**config.mk**
```make
export PLATFORM = sky130hd
export DESIGN_NAME = window_mac_accum
export DESIGN_NICKNAME = d
export VERILOG_FILES = /design/src/rtl/window_mac_accum_pkg.sv /design/src/rtl/window_mac_accum_pipe_delay.sv /design/src/rtl/window_mac_accum.sv
export SDC_FILE = /design/constraint.sdc
export NUM_CORES = 1
export LEC_CHECK = 0
export ABC_AREA = 1
export BUFFER_PORTS_ARGS = -buffer_cell sky130_fd_sc_hd__buf_2
export CAP_MARGIN = 10
export CORE_MARGIN = 2
export CORE_UTILIZATION = 55
export DETAILED_ROUTE_END_ITERATION = 10
export PLACE_DENSITY_LB_ADDON = 0.15
export SLEW_MARGIN = 20
export SYNTH_ARGS = -nofsm -noshare
export SYNTH_HDL_FRONTEND = slang
export SYNTH_SLANG_ARGS = --single-unit
```
**constraint.sdc**
```tcl
create_clock -name clk -period 7.87 [get_ports clk]
set_clock_uncertainty 0.15 [all_clocks]
set_input_delay 0.787 -clock clk [delete_from_list [all_inputs] [get_ports clk]]
set_output_delay 0.787 -clock clk [all_outputs]
set_load 0.01 [all_outputs]
```
**src/rtl/window_mac_accum_pkg.sv**
```systemverilog
// ---------------------------------------------------------------------------
// window_mac_accum_pkg : shared defaults and FSM encoding for window_mac_accum
// Rev 1.0
// ---------------------------------------------------------------------------
`default_nettype none

package window_mac_accum_pkg;

  localparam int PIX_W_DEF  = 8;
  localparam int ACC_W_DEF  = 32;
  localparam int IDX_W_DEF  = 10;
  localparam int RD_LAT_DEF = 1;

  typedef enum logic [1:0] {
    IDLE = 2'd0,
    RUN  = 2'd1,
    DONE = 2'd2
  } state_t;

endpackage

`default_nettype wire

```
**src/rtl/window_mac_accum_pipe_delay.sv**
```systemverilog
// ---------------------------------------------------------------------------
// pipe_delay : DEPTH-stage register delay line with synchronous clear
// Rev 1.0
// ---------------------------------------------------------------------------
`default_nettype none

module pipe_delay #(
  parameter int WIDTH = 1,
  parameter int DEPTH = 1
) (
  input  logic             clk,
  input  logic             reset,
  input  logic [WIDTH-1:0] i_d,
  output logic [WIDTH-1:0] o_q
);

  logic [WIDTH-1:0] r_pipe [DEPTH];

  always_ff @(posedge clk) begin
    if (reset) begin
      for (int i = 0; i < DEPTH; i++) r_pipe[i] <= '0;
    end else begin
      r_pipe[0] <= i_d;
      for (int i = 1; i < DEPTH; i++) r_pipe[i] <= r_pipe[i-1];
    end
  end

  assign o_q = r_pipe[DEPTH-1];

endmodule

`default_nettype wire

```
**src/rtl/window_mac_accum.sv**
```systemverilog
// ---------------------------------------------------------------------------
// window_mac_accum : per-window multiply-accumulate with best-window tracking
// Rev 1.0
// ---------------------------------------------------------------------------
`default_nettype none

module window_mac_accum
  import window_mac_accum_pkg::*;
#(
  parameter int PIX_W  = PIX_W_DEF,
  parameter int ACC_W  = ACC_W_DEF,
  parameter int IDX_W  = IDX_W_DEF,
  parameter int RD_LAT = RD_LAT_DEF
) (
  input  logic             clk,
  input  logic             reset,
  input  logic             i_enable,
  input  logic             i_win_last,
  input  logic             i_frame_done,
  input  logic [PIX_W-1:0] i_pix_lg,
  input  logic [PIX_W-1:0] i_pix_si,
  output logic [ACC_W-1:0] o_acc_out,
  output logic             o_acc_valid,
  output logic [IDX_W-1:0] o_win_idx,
  output logic [ACC_W-1:0] o_best_sum,
  output logic [IDX_W-1:0] o_best_idx,
  output logic             o_best_valid
);

  logic [1:0]         w_ctl_dly;
  logic               w_v0;
  logic               w_l0;
  logic               r_fd_prev;
  logic               w_fd_rise;
  logic               w_fd_late;
  logic [2*PIX_W-1:0] r_prod;
  logic               r_v1;
  logic               r_l1;
  logic [ACC_W-1:0]   w_prod_ext;
  logic [ACC_W:0]     w_sum;
  logic [ACC_W-1:0]   w_acc_add;
  logic [ACC_W-1:0]   r_acc;
  logic               r_first;
  logic               r_acc_valid;
  logic               w_acc_valid;
  logic [IDX_W-1:0]   r_win_idx;
  logic [ACC_W-1:0]   r_best_sum;
  logic [IDX_W-1:0]   r_best_idx;
  logic               r_best_first;
  state_t             r_state;
  state_t             w_state_nxt;
  logic               w_restart;

  // Align enable/win_last with the BRAM read data.
  pipe_delay #(.WIDTH(2), .DEPTH(RD_LAT)) u_ctl_dly (
    .clk   (clk),
    .reset (reset),
    .i_d   ({i_enable, i_win_last}),
    .o_q   (w_ctl_dly)
  );
  assign w_v0 = w_ctl_dly[1];
  assign w_l0 = w_ctl_dly[0];

  // Done edge arrives one cycle after the final best update would be visible.
  assign w_fd_rise = i_frame_done & ~r_fd_prev;
  pipe_delay #(.WIDTH(1), .DEPTH(RD_LAT + 1)) u_done_dly (
    .clk   (clk),
    .reset (reset),
    .i_d   (w_fd_rise),
    .o_q   (w_fd_late)
  );

  assign w_prod_ext = ACC_W'(r_prod);
  assign w_sum      = {1'b0, r_acc} + {1'b0, w_prod_ext};
  assign w_acc_add  = w_sum[ACC_W] ? {ACC_W{1'b1}} : w_sum[ACC_W-1:0];

  always_ff @(posedge clk) begin
    if (reset) begin
      r_fd_prev   <= 1'b0;
      r_prod      <= '0;
      r_v1        <= 1'b0;
      r_l1        <= 1'b0;
      r_acc       <= '0;
      r_first     <= 1'b1;
      r_acc_valid <= 1'b0;
    end else begin
      r_fd_prev   <= i_frame_done;
      r_prod      <= i_pix_lg * i_pix_si;
      r_v1        <= w_v0;
      r_l1        <= w_l0;
      r_acc_valid <= r_v1 & r_l1;
      if (r_v1) begin
        r_acc   <= r_first ? w_prod_ext : w_acc_add;
        r_first <= r_l1;
      end
    end
  end

  assign w_acc_valid = r_acc_valid & (r_state != DONE);

  always_ff @(posedge clk) begin
    if (reset || w_restart) begin
      r_win_idx    <= '0;
      r_best_sum   <= '0;
      r_best_idx   <= '0;
      r_best_first <= 1'b1;
    end else if (w_acc_valid) begin
      r_win_idx <= r_win_idx + IDX_W'(1);
      if (r_best_first || (r_acc > r_best_sum)) begin
        r_best_sum   <= r_acc;
        r_best_idx   <= r_win_idx;
        r_best_first <= 1'b0;
      end
    end
  end

  always_ff @(posedge clk) begin
    if (reset) r_state <= IDLE;
    else       r_state <= w_state_nxt;
  end

  always_comb begin
    w_state_nxt = r_state;
    w_restart   = 1'b0;
    case (r_state)
      IDLE: if (i_enable) w_state_nxt = RUN;
      RUN:  if (w_fd_late) w_state_nxt = DONE;
      DONE: begin
        if (i_enable && !i_frame_done) begin
          w_state_nxt = RUN;
          w_restart   = 1'b1;
        end
      end
      default: w_state_nxt = IDLE;
    endcase
  end

  assign o_acc_out    = r_acc;
  assign o_acc_valid  = w_acc_valid;
  assign o_win_idx    = r_win_idx;
  assign o_best_sum   = r_best_sum;
  assign o_best_idx   = r_best_idx;
  assign o_best_valid = (r_state == DONE);

endmodule

`default_nettype wire

```
# Word-level counts from Yosys, hierarchy flattened
# Memory sizes are Yosys's and may differ from the RTL's. A register that Yosys moved wholly into a read port is not among the register bits.
# Cells that the tools add are included.
[classes]
add_sub_neg = 2
n_mul = 1
n_lt_le_gt_ge = 1
eq_ne = 6
mux = 15
n_bitwise = 6
n_reduce_logical = 8
[ops]
columns = ["op", "count"]
rows = [
  ["two-way mux 32 bit", 2],
  ["adder 32 x 16 -> 33 bit", 1],
  ["> comparator 32 bit", 1],
  ["multiplier 8 x 8 -> 16 bit", 1],
  ["adder 10 x 1 -> 10 bit, second input constant", 1],
  ["two-way mux 1 bit", 8],
  ["two-way mux 2 bit", 4],
  ["case mux 2 bit (3 select lines)", 1],
  ["!= test 2 x 1 -> 1 bit, second input constant", 2],
  ["!= test 2 bit, second input constant", 2],
  ["bitwise AND 1 bit", 3],
  ["AND reduction 3 bit", 1],
  ["equality test 2 x 1 -> 1 bit, second input constant", 1],
  ["equality test 2 bit, second input constant", 1],
  ["logical NOT 2 bit", 1],
  ["logical OR 1 bit", 2],
  ["OR 1 bit", 2],
  ["AND reduction 2 bit", 1],
  ["OR reduction 2 bit", 1],
  ["logical AND 1 bit", 1],
  ["logical NOT 1 bit", 1],
  ["inverter 1 bit", 1],
]
[word_totals]
ff_bits = 106
ramBits = 4
inputBits = 21
output_inout_bits = 86
elab_cells = 51
n_memories = 2
[memory_table]
columns = ["memory", "words", "width", "rd", "rd_ports_with_merged_regs", "wr", "line", "source"]
rows = [
  ["u_ctl_dly.r_pipe", 1, 2, 1, 1, 1, "window_mac_accum_pipe_delay.sv:17", "logic [WIDTH-1:0] r_pipe [DEPTH];"],
  ["u_done_dly.r_pipe", 2, 1, 2, 0, 2, "window_mac_accum_pipe_delay.sv:17", ""],
]

# Logic depth before layout (Yosys ltp)
# Gate-level depths: netlist of run 1.
[depth]
ltp_word = 5
mapped_depth = 23

# Modules after synthesis
# Synthesis of run 1 repeated with hierarchy kept, for this count alone.
[hier_totals]
hier_cells = 1365
hier_area_um2 = 9041.2
[by_module_without_submodules]
columns = ["module", "instances", "cells_per_inst", "area_per_inst_um2"]
rows = [
  ["window_mac_accum", 1, 1353, 8931.1],
  ["pipe_delay", 2, 6, 55.1],
]

# Least setup slack after synthesis of run 1
# No wires, ideal clock.
[synth_timing]
path_type = "input port to flip-flop"
start = "input port i_pix_lg[0]"
end = "register r_prod[14]"
setup_ps = 125
arrival_time_ps = 4436
path_slack_ps = 3159
stages = 16
n_path_buf = 1
path_cell_list = "clkbuf_1 > nand2_1 > fa_1 > fa_1 > inv_1 > fa_1 > inv_1 > fa_1 > inv_1 > ha_1 > a21oi_1 > o21ai_0 > a21oi_1 > o31ai_1 > o21ai_0 > a21oi_1"
[synth_between]
elab_chain_cells = 1
[synth_rtl]
columns = ["item", "line", "source"]
rows = [
  ["start, declared", "window_mac_accum.sv:20", "input logic [PIX_W-1:0] i_pix_lg,"],
  ["multiplier 8 x 8 -> 16 bit", "window_mac_accum.sv:88", "r_prod <= i_pix_lg * i_pix_si;"],
  ["end signal, assigned", "window_mac_accum.sv:88", ""],
  ["end, declared", "window_mac_accum.sv:36", "logic [2*PIX_W-1:0] r_prod;"],
]
# Every way passes these cells.
# A chain may end at the register's enable or synchronous reset.

# Final worst setup path of run 1
# Ends and elaborated chain as after synthesis.

==> results of run 1 <==
stage by stage:
stage / power (mW) / utilization / hold slack (ns) / instance area (sq um) / cells
after detailed placement: 1.22 / 0.605 / 0.234 / 9640 / 1611
after floorplan: 1.10 / - / 0.226 / 9010 / 1337
final: 1.69 / 0.624 / 0.241 / 9950 / 1627
after global placement: 1.21 / 0.605 / 0.229 / 9640 / 1611
after CTS: 1.69 / 0.624 / 0.245 / 9950 / 1627
after global routing: 1.82 / 0.624 / 0.256 / 9950 / 1627
cells in the mapped netlist (2+ instances only):
cell / count / area [sq um]
clkinv_1: 2 / 7.51
a21oi_1: 112 / 561
nand2_2: 3 / 18.8
nand3_1: 85 / 425
clkbuf_1: 39 / 146
o21a_1: 2 / 15.0
nand3b_1: 2 / 15.0
a21oi_2: 20 / 175
o21ai_0: 29 / 145
nand4_1: 12 / 75.1
nand2_4: 2 / 22.5
nor2_1: 132 / 495
o211ai_1: 3 / 22.5
nor3_2: 4 / 40.0
o21bai_1: 2 / 15.0
nand2_1: 335 / 1260
ha_1: 85 / 1060
nor4_4: 2 / 42.5
inv_1: 239 / 897
nand3_2: 9 / 90.1
o21ai_1: 2 / 10.0
dfxtp_1: 112 / 2240
nor3_1: 9 / 45.0
inv_2: 5 / 18.8
nor4_1: 2 / 12.5
buf_1: 2 / 7.51
xor2_1: 14 / 123
buf_2: 10 / 50.1
fa_1: 37 / 741
o21ai_2: 10 / 87.6
a21o_1: 4 / 30.0
registers in the layout (all words and copies together) (netlist names):
register / cells
o_best_idx: 10
o_best_sum: 32
u_ctl_dly.r_pipe: 2
o_win_idx: 10
r_l1: 1
r_best_first: 1
r_first: 1
r_prod: 16
u_done_dly.r_pipe: 2
r_state: 2
r_v1: 1
r_fd_prev: 1
r_acc_valid: 1
o_acc_out: 32
final cells by class:
| cell class | instances | area share |
|---|---|---|
| inverter | 246 | 0.0928 |
| multi-input combinational | 925 | 0.566 |
| clock inverter | 5 | 0.00629 |
| timing repair buffer | 112 | 0.0579 |
| clock buffer | 11 | 0.0244 |
| tap | 216 | 0.0272 |
| sequential | 112 | 0.225 |
cells by family after synthesis:
family,Yosys count,synth area share
and+or+nand+nor,601,0.288
AOI/OAI and AO/OA,188,0.121
buffers and inverters,300,0.129
DFF,112,0.249
xor gates and xnor gates,14,0.0136
adders and majority gates,122,0.200
cells in the final DEF (no fill, tap or decap), types with 2 or more instances in the layout:
master and instances:
clkbuf_16 9, nand3_1 85, buf_4 6, nand4_1 12, dfxtp_1 112, xor2_1 14, nand2_1 334, o21ai_0 29
o21bai_1 2, buf_2 106, nor3_2 4, nor2_1 132, inv_1 239, nor4_1 2, o21ai_1 2, nand3_2 9
o21ai_2 10, nor3_1 9, nand2_2 4, fa_1 37, a21o_1 4, nand3b_1 2, a21oi_2 20, ha_1 85
o211ai_1 3, a21oi_1 112, nand2_4 2, inv_2 6, o21a_1 2, nor4_4 2
per-layer routing:
layer,track usage,up-vias
met3,0.0384,28
met5,0,-
li1,-,4315
met2,0.440,185
met4,0.0785,0
met1,0.345,3848
power by group through the flow:
stage | Combinational (mW) | Sequential [mW] | Clock [mW]
floorplan | 0.462 | 0.633 | 0
global placement | 0.568 | 0.642 | 0
detailed placement | 0.575 | 0.642 | 0
CTS | 0.579 | 0.628 | 0.487
global route | 0.675 | 0.633 | 0.511
finish | 0.579 | 0.628 | 0.478
how the worst max path moves through the flow:
stage                startpoint         end  slack, ns
finish              i_pix_lg[0]  r_prod[14]       3.38
CTS                 i_pix_lg[0]  r_prod[14]       3.38
floorplan           i_pix_lg[0]  r_prod[14]       3.16
detailed placement  i_pix_lg[0]  r_prod[14]       2.97
global placement    i_pix_lg[0]  r_prod[14]       3.04
global route        i_pix_si[4]  r_prod[13]       3.08
==> flow_metrics.env, run 1 <==
export IMPL_mappedNetlistArea_sq_um=9010
export IMPL_r2r_end="o_best_idx[6]"
export IMPL_power_frac_comb=0.343
export IMPL_areaGrowthSynthToFinish_pct=10.3
export IMPL_dr_first_iter_drc_count=444
export IMPL_fp_dieH_um=132
export IMPL_cts_setup_buffers=0
export IMPL_ys_seq_elements=112
export IMPL_h_tree_depth=3
export IMPL_cts_resized=0
export IMPL_gp_congestion=0.947
export IMPL_seq_power_share=0.373
export IMPL_grt_ovfl_total=0
export IMPL_cts_tree="yes"
export IMPL_status="finished clean"
export IMPL_dieArea_sq_um=17400
export IMPL_multi_input_area_sq_um=5630
export IMPL_vias=8376
export IMPL_layout_area_seq_sq_um=2240
export IMPL_period_share=0.571
export IMPL_syn_inst=1337
export IMPL_first_pass_iters=5
export IMPL_met3WireLength_um=956
export IMPL_synth_flop_cell="dfxtp_1"
export IMPL_start_util=0.565
export IMPL_hp_class="flip-flop to flip-flop"
export IMPL_cp_num_buf_inv=4
export IMPL_dpl_worst_slack_ns=2.97
export IMPL_grt_util_all_layers=0.260
export IMPL_grt_pass1_wl_mm=37.3
export IMPL_yosysUniqueCellTypes=42
export IMPL_fp_coreArea_sq_um=15900
export IMPL_ctsRootBufferMaster="clkbuf_16"
export IMPL_hold_viol=0
export IMPL_min_path_cells=1
export IMPL_clkPwrFrac=0.284
export IMPL_die_x_um=132
export IMPL_clock_sinks=112
export IMPL_switchingPower_mw=0.608
export IMPL_p_per_area_nw_per_um2=169
export IMPL_synthArstFlopShare=0
export IMPL_numCtsBuffers=9
export IMPL_wl_met2_mm=10.5
export IMPL_worstHoldStart="r_fd_prev"
export IMPL_ys_warn_count=0
export IMPL_path_delay_family="adder cells"
export IMPL_end_kind="flip-flop"
export IMPL_crit_required_ns=7.97
export IMPL_drc=0
export IMPL_syn_avg_cell_area_sq_um=6.74
export IMPL_power_ir_vdd_worst_v=0.000141
export IMPL_final_max_slew_viol_count=0
export IMPL_antenna_found_initial=0
export IMPL_top_layer="met4"
export IMPL_rsz0062_at_grt="false"
export IMPL_fin_tns_setup_ns=0
export IMPL_path_depth=16
export IMPL_slew_limit_headroom=0.501
export IMPL_ant_nets=0
export IMPL_fmax_mhz=223
export IMPL_crit_chain="buf_2 > nand2_1 > fa_1 > fa_1 > inv_1 > fa_1 > inv_1 > fa_1 > inv_1 > ha_1 > a21oi_1 > o21ai_0 > a21oi_1 > o31ai_1 > o21ai_0 > a21oi_1"
export IMPL_cp_slowest_cell="fa_1"
export IMPL_reg2reg_slack_ns=4.81
export IMPL_clk_pin_slew_ns=0.07
export IMPL_max_stage_delay_ns=0.57
export IMPL_switching_share=0.361
export IMPL_fill_cells=1563
export IMPL_ctsHoldBuffers=0
export IMPL_p_int_mw=1.08
export IMPL_layout_min_cycle_time_ns=4.49
export IMPL_routedWlPerCell_um=13.7
export IMPL_met1Wirelength_mm=10.3
export IMPL_fin_ws_ns=3.38
export IMPL_diodes=0
export IMPL_wirelength_mm=22.3
export IMPL_insertion_delay_ns=0.36
export IMPL_clock_path_buffers=2
export IMPL_grt_max_degree=76
export IMPL_vias_per_cell=5.15
export IMPL_timing_rr_start="o_acc_out[23]"
export IMPL_rows=46
export IMPL_r2r_cells=13
export IMPL_drv_cap=0
export IMPL_worst_endpoint_arrival_ns=4.59
export IMPL_final_nets=1549
export IMPL_critPathMaxFanout=8
export IMPL_drive_gt1_frac=0.134
export IMPL_synth_edf_count=0
export IMPL_crit_type="input pin to flip-flop"
export IMPL_setup_viol=0
export IMPL_hpwl_mm=16.9
export IMPL_min_to="u_done_dly.r_pipe[0][0]"
export IMPL_cp_start_kind="input pin"
export IMPL_num_io_pins=107
export IMPL_synth_nets=1480
export IMPL_leakagePower_nw=5.28
export IMPL_portBuffers=106
export IMPL_worst_slew_pin_slew_ns=0.748
export IMPL_cp_common_cell="fa_1"
export IMPL_grt_pass1_vias=7748
export IMPL_ys_seq_area_frac=0.249
No activity file was read; power rests on OpenSTA's default activity.
==> run 2, diff against run 1 <==
- ABC_AREA: 1 -> 0
- CORE_UTILIZATION: 55 -> 54
- clock period: 7.87 -> 3.7 ns (I/O delays scaled with it)
==> flow_metrics.env, run 2 <==
export IMPL_gp_congestion=0.916
export IMPL_fp_dieH_um=128
export IMPL_r2r_end="o_acc_out[18]"
export IMPL_ctsRootBufferMaster="clkbuf_16"
export IMPL_grt_util_all_layers=0.245
export IMPL_fin_ws_ns=-0.188
export IMPL_setup_viol=2
export IMPL_hold_viol=0
export IMPL_first_pass_iters=5
export IMPL_die_x_um=128
export IMPL_ys_seq_area_frac=0.270
export IMPL_fin_util=0.658
export IMPL_reg2reg_slack_ns=0.68
export IMPL_ys_top_cells_by_count="nand2_1 (146), dfxtp_1 (112), inv_1 (95)"
export IMPL_grt_pass1_vias=6637
export IMPL_num_io_pins=107
export IMPL_worst_endpoint_arrival_ns=3.99
export IMPL_cp_slowest_cell="fa_1"
export IMPL_final_nets=1268
export IMPL_numCtsBuffers=9
export IMPL_worst_slew_pin_slew_ns=0.845
export IMPL_max_stage_delay_ns=0.57
export IMPL_synth_nets=1128
export IMPL_ys_warn_count=0
export IMPL_synth_most_common_cell="nand2_1"
export IMPL_hp_class="input pin to flip-flop"
export IMPL_min_to="u_ctl_dly.r_pipe[0][0]"
export IMPL_min_path_cells=2
export IMPL_drive_gt1_frac=0.215
export IMPL_h_tree_depth=3
export IMPL_synth_top_area_cell="dfxtp_1"
export IMPL_syn_inst=985
export IMPL_grt_max_degree=86
export IMPL_vias_per_cell=5.44
export IMPL_ant_nets=0
export IMPL_fmax_mhz=257
export IMPL_hpwl_mm=15.1
export IMPL_leakagePower_nw=4.72
export IMPL_violations="negative setup slack"
export IMPL_synthTopCellsByArea="dfxtp_1 (27%), ha_1 (13%), fa_1 (8.9%)"
export IMPL_hold_ws_ns=0.0663
export IMPL_power_ir_vdd_worst_v=0.000266
export IMPL_vias=7175
export IMPL_syn_avg_cell_area_sq_um=8.43
export IMPL_final_common_cell="nand2_1"
export IMPL_insertion_delay_ns=0.36
export IMPL_wirelength_mm=19.4
export IMPL_crit_required_ns=3.80
export IMPL_mappedNetlistArea_sq_um=8300
export IMPL_start_util=0.550
export IMPL_areaGrowthSynthToFinish_pct=19.6
export IMPL_fp_coreArea_sq_um=15100
export IMPL_routedWlPerCell_um=14.7
export IMPL_clock_path_buffers=2
export IMPL_ys_seq_elements=112
export IMPL_period_share=1.05
export IMPL_yosysUniqueCellTypes=67
export IMPL_final_cell_mix="nand2_1 (142), dfxtp_1 (112), buf_2 (96)"
export IMPL_synthArstFlopShare=0
export IMPL_final_max_slew_viol_count=0
export IMPL_clock_sinks=112
export IMPL_clk_pin_slew_ns=0.07
export IMPL_drv_cap=0
export IMPL_dr_first_iter_drc_count=401
export IMPL_antenna_found_initial=0
export IMPL_cts_tree="yes"
export IMPL_rows=45
export IMPL_end_kind="flip-flop"
export IMPL_yosysTopAreaCellShare=0.270
export IMPL_cp_common_cell="fa_1"
export IMPL_layout_min_cycle_time_ns=3.89
export IMPL_crit_chain="buf_4 > and2_4 > fa_1 > fa_1 > fa_1 > inv_2 > fa_1 > inv_2 > ha_4 > o21a_1 > nor2_1 > nor3_2 > o41ai_4 > a21oi_2 > mux2_4"
export IMPL_drc=0
export IMPL_p_per_area_nw_per_um2=417
export IMPL_dieArea_sq_um=16400
export IMPL_status="finished, violations left"
export IMPL_slew_limit_headroom=0.434
export IMPL_portBuffers=106
export IMPL_cp_start_kind="input pin"
export IMPL_grt_pass1_wl_mm=32.5
export IMPL_synth_flop_cell="dfxtp_1"
export IMPL_timing_rr_start="o_acc_out[0]"
export IMPL_diodes=0
export IMPL_grt_ovfl_total=0
export IMPL_worstHoldStart="i_win_last"
export IMPL_r2r_cells=9
export IMPL_rsz0062_at_grt="true"
export IMPL_synth_edf_count=0
export IMPL_crit_type="input pin to flip-flop"
export IMPL_critPathMaxFanout=6
-- run 2: timing repair --
action,CTS,global route
setup endpoints to repair,7,8
pin swaps,21,18
resized for setup,34,26
hold buffers,0,0
setup buffers,1,4
-- run 2: power by group --
group | internal, mW | total, mW | switching (mW)
Clock | 0.531 | 0.990 | 0.459
Sequential | 1.27 | 1.33 | 0.0535
Combinational | 0.906 | 1.82 | 0.915
-- run 2: cell families after synthesis --
group	after synthesis	synth area share
buffers and inverters	126	0.0655
and+or+nand+nor	388	0.228
AOI/OAI and AO/OA	167	0.138
muxes	46	0.0556
adders and majority gates	122	0.217
xor gates and xnor gates	24	0.0253
DFF	112	0.270
-- run 2: per-stage QoR --
step	instance area, sq um	cells	setup TNS, ns	total power, mW	setup slack [ns]
after floorplan	8410	985	-0.708	2.44	-0.347
after CTS	9810	1314	-0.331	4.00	-0.199
final	9930	1318	-0.317	4.14	-0.188
after detailed placement	9370	1297	-4.32	2.94	-0.701
after global placement	9370	1297	-3.67	2.90	-0.615
after global routing	9930	1318	-1.12	4.43	-0.327
-- run 2: worst max path at each step --
| stage | startpoint | endpoint | cells past startpoint | slack, ns |
|---|---|---|---|---|
| 4_1_cts | i_pix_si[6] | r_prod[15] | 15 | -0.20 |
| 3_3_place_gp | i_pix_lg[2] | r_prod[15] | 15 | -0.61 |
| 2_1_floorplan | i_pix_lg[3] | r_prod[15] | 14 | -0.35 |
| 5_1_grt | i_pix_lg[1] | r_prod[15] | 15 | -0.33 |
| 6_report | i_pix_lg[4] | r_prod[15] | 15 | -0.19 |
| 3_5_place_dp | i_pix_lg[2] | r_prod[15] | 15 | -0.70 |
-- run 2: routing by layer --
metal / track usage / share of wire
met4: 0.0459 / 0.0077
met1: 0.340 / 0.48
met3: 0.0409 / 0.045
met5: 0 / 0
met2: 0.409 / 0.47
-- run 2: critical path: cells and delay by family --
family,cells,cell delay [ns]
AO/OA/AOI/OAI,3,0.44
AND/OR/NAND/NOR,3,0.36
adder cells (fa/ha/maj),5,2.28
multiplexers,1,0.31
buffers and inverters,3,0.22
-- run 2: cell type report --
cell class	count	area, sq um
Clock buffer	10	229
Fill cell	1307	5160
Tap cell	188	235
Timing Repair Buffer	160	1010
Inverter	95	357
Multi-Input combinational cell	747	5780
Sequential cell	112	2240
Clock inverter	6	67.6
==> run 3, diff against run 2 <==
- MAX_ROUTING_LAYER: default -> met4
==> flow_metrics.env, run 3 (same netlist as run 2, synthesis figures left out) <==
export IMPL_r2r_end="o_acc_out[18]"
export IMPL_layout_min_cycle_time_ns=3.89
export IMPL_wirelength_mm=19.5
export IMPL_dieArea_sq_um=16400
export IMPL_hold_viol=0
export IMPL_clock_sinks=112
export IMPL_seq_power_share=0.321
export IMPL_violations="negative setup slack"
export IMPL_dr_first_iter_drc_count=404
export IMPL_fmax_mhz=257
export IMPL_power_frac_comb=0.439
export IMPL_hold_ws_ns=0.0639
export IMPL_fin_ws_ns=-0.185
export IMPL_antenna_found_initial=0
export IMPL_drive_gt1_frac=0.215
export IMPL_worst_endpoint_arrival_ns=3.99
export IMPL_worst_slew_pin_slew_ns=0.847
export IMPL_die_x_um=128
export IMPL_p_int_mw=2.71
export IMPL_crit_required_ns=3.80
export IMPL_cp_common_cell="fa_1"
export IMPL_fill_cells=1307
export IMPL_reg2reg_slack_ns=0.66
export IMPL_drv_cap=0
export IMPL_period_share=1.05
export IMPL_areaGrowthSynthToFinish_pct=19.6
export IMPL_final_nets=1268
export IMPL_diodes=0
export IMPL_grt_pass1_vias=6639
export IMPL_status="finished, violations left"
export IMPL_leakagePower_nw=4.72
export IMPL_switchingPower_mw=1.43
export IMPL_clock_path_buffers=2
export IMPL_h_tree_depth=3
export IMPL_top_layer="met4"
export IMPL_gp_congestion=0.932
export IMPL_fp_coreArea_sq_um=15100
export IMPL_met3WireLength_um=784
export IMPL_final_max_slew_viol_count=0
export IMPL_hp_class="input pin to flip-flop"
export IMPL_multi_input_area_sq_um=5780
export IMPL_end_kind="flip-flop"
export IMPL_fin_tns_setup_ns=-0.312
export IMPL_cp_slowest_cell="fa_1"
export IMPL_worstHoldStart="i_win_last"
export IMPL_setup_viol=2
export IMPL_grt_ovfl_total=0
export IMPL_rsz0062_at_grt="true"
export IMPL_grt_util_all_layers=0.253
export IMPL_wl_met2_mm=9.07
export IMPL_critPathMaxFanout=6
export IMPL_fp_dieH_um=128
export IMPL_rows=45
export IMPL_dpl_worst_slack_ns=-0.701
export IMPL_start_util=0.550
export IMPL_min_path_cells=2
export IMPL_num_io_pins=107
export IMPL_final_cell_mix="nand2_1 (142), dfxtp_1 (112), buf_2 (96)"
export IMPL_crit_type="input pin to flip-flop"
export IMPL_drc=0
export IMPL_numCtsBuffers=9
export IMPL_insertion_delay_ns=0.36
export IMPL_slew_limit_headroom=0.434
export IMPL_crit_chain="buf_4 > and2_4 > fa_1 > fa_1 > fa_1 > inv_2 > fa_1 > inv_2 > ha_4 > o21a_1 > nor2_1 > nor3_2 > o41ai_4 > a21oi_2 > mux2_4"
export IMPL_layout_area_seq_sq_um=2240
export IMPL_p_per_area_nw_per_um2=417
export IMPL_clkPwrFrac=0.240
export IMPL_clk_pin_slew_ns=0.07
export IMPL_timing_rr_start="o_acc_out[0]"
export IMPL_max_stage_delay_ns=0.57
export IMPL_min_to="u_ctl_dly.r_pipe[0][0]"
export IMPL_vias=7188
export IMPL_met1Wirelength_mm=9.48
export IMPL_r2r_cells=9
export IMPL_ctsRootBufferMaster="clkbuf_16"
export IMPL_total_power_mw=4.14
export IMPL_power_ir_vdd_worst_v=0.000268
export IMPL_routedWlPerCell_um=14.8
export IMPL_cp_start_kind="input pin"
export IMPL_ant_nets=0
export IMPL_first_pass_iters=5
export IMPL_switching_share=0.346
export IMPL_portBuffers=106
export IMPL_final_common_cell="nand2_1"
export IMPL_grt_pass1_wl_mm=32.5
export IMPL_cts_tree="yes"
export IMPL_grt_max_degree=86
export IMPL_hpwl_mm=15.1
export IMPL_vias_per_cell=5.45
run 3: cell counts in the layout (fill, tap and decap cells not counted):
Identical to the previous run, type by type.
run 3: power by group through the flow:
stage	Clock, mW	Sequential (mW)	Combinational, mW
global route	1.07	1.34	2.04
global placement	0	1.35	1.55
CTS	1.02	1.33	1.66
detailed placement	0	1.35	1.59
finish	0.993	1.33	1.82
floorplan	0	1.34	1.10
run 3: metrics by stage:
step / cells / instance area (sq um) / util
3_5_place_dp: 1297 / 9370 / 0.621
4_1_cts: 1314 / 9810 / 0.650
3_3_place_gp: 1297 / 9370 / 0.621
5_1_grt: 1318 / 9930 / 0.658
6_report: 1318 / 9930 / 0.658
2_1_floorplan: 985 / 8410 / -
run 3: layer usage:
layer | vias to the layer above | track usage
met5 | - | -
met4 | 0 | 0.0440
met3 | 8 | 0.0434
met2 | 144 | 0.408
met1 | 3363 | 0.340
li1 | 3673 | -
run 3: how the worst max path moves through the flow:
stage / startpoint / end / slack (ns) / depth (start not counted)
after global routing: i_pix_lg[1] / r_prod[15] / -0.32 / 15
after detailed placement: i_pix_lg[2] / r_prod[15] / -0.70 / 15
after CTS: i_pix_si[6] / r_prod[15] / -0.20 / 15
after floorplan: i_pix_lg[3] / r_prod[15] / -0.35 / 14
after global placement: i_pix_lg[2] / r_prod[15] / -0.61 / 15
final: i_pix_lg[4] / r_prod[15] / -0.19 / 15
run 3: area by class of cell:
class                   count  area share
clock buffers              10      0.0231
clock inverters             6     0.00680
inverters                  95      0.0359
multi-input cells         747       0.583
flip-flops and latches    112       0.226
well taps                 188      0.0237
repair buffers            160       0.102
run 3: timing repair:
action                                  4_1_cts  5_1_grt
gates resized for setup                      34       26
setup buffers                                 1        4
pin swaps                                    21       18
hold buffers                                  0        0
endpoints found under the setup margin        7        8
run 3: critical path, delay by kind of cell:
family	cells	cell delay (ns)
simple gates	3	0.36
buf+inv	3	0.22
mux	1	0.31
fa+ha+maj	5	2.28
compound gates	3	0.44
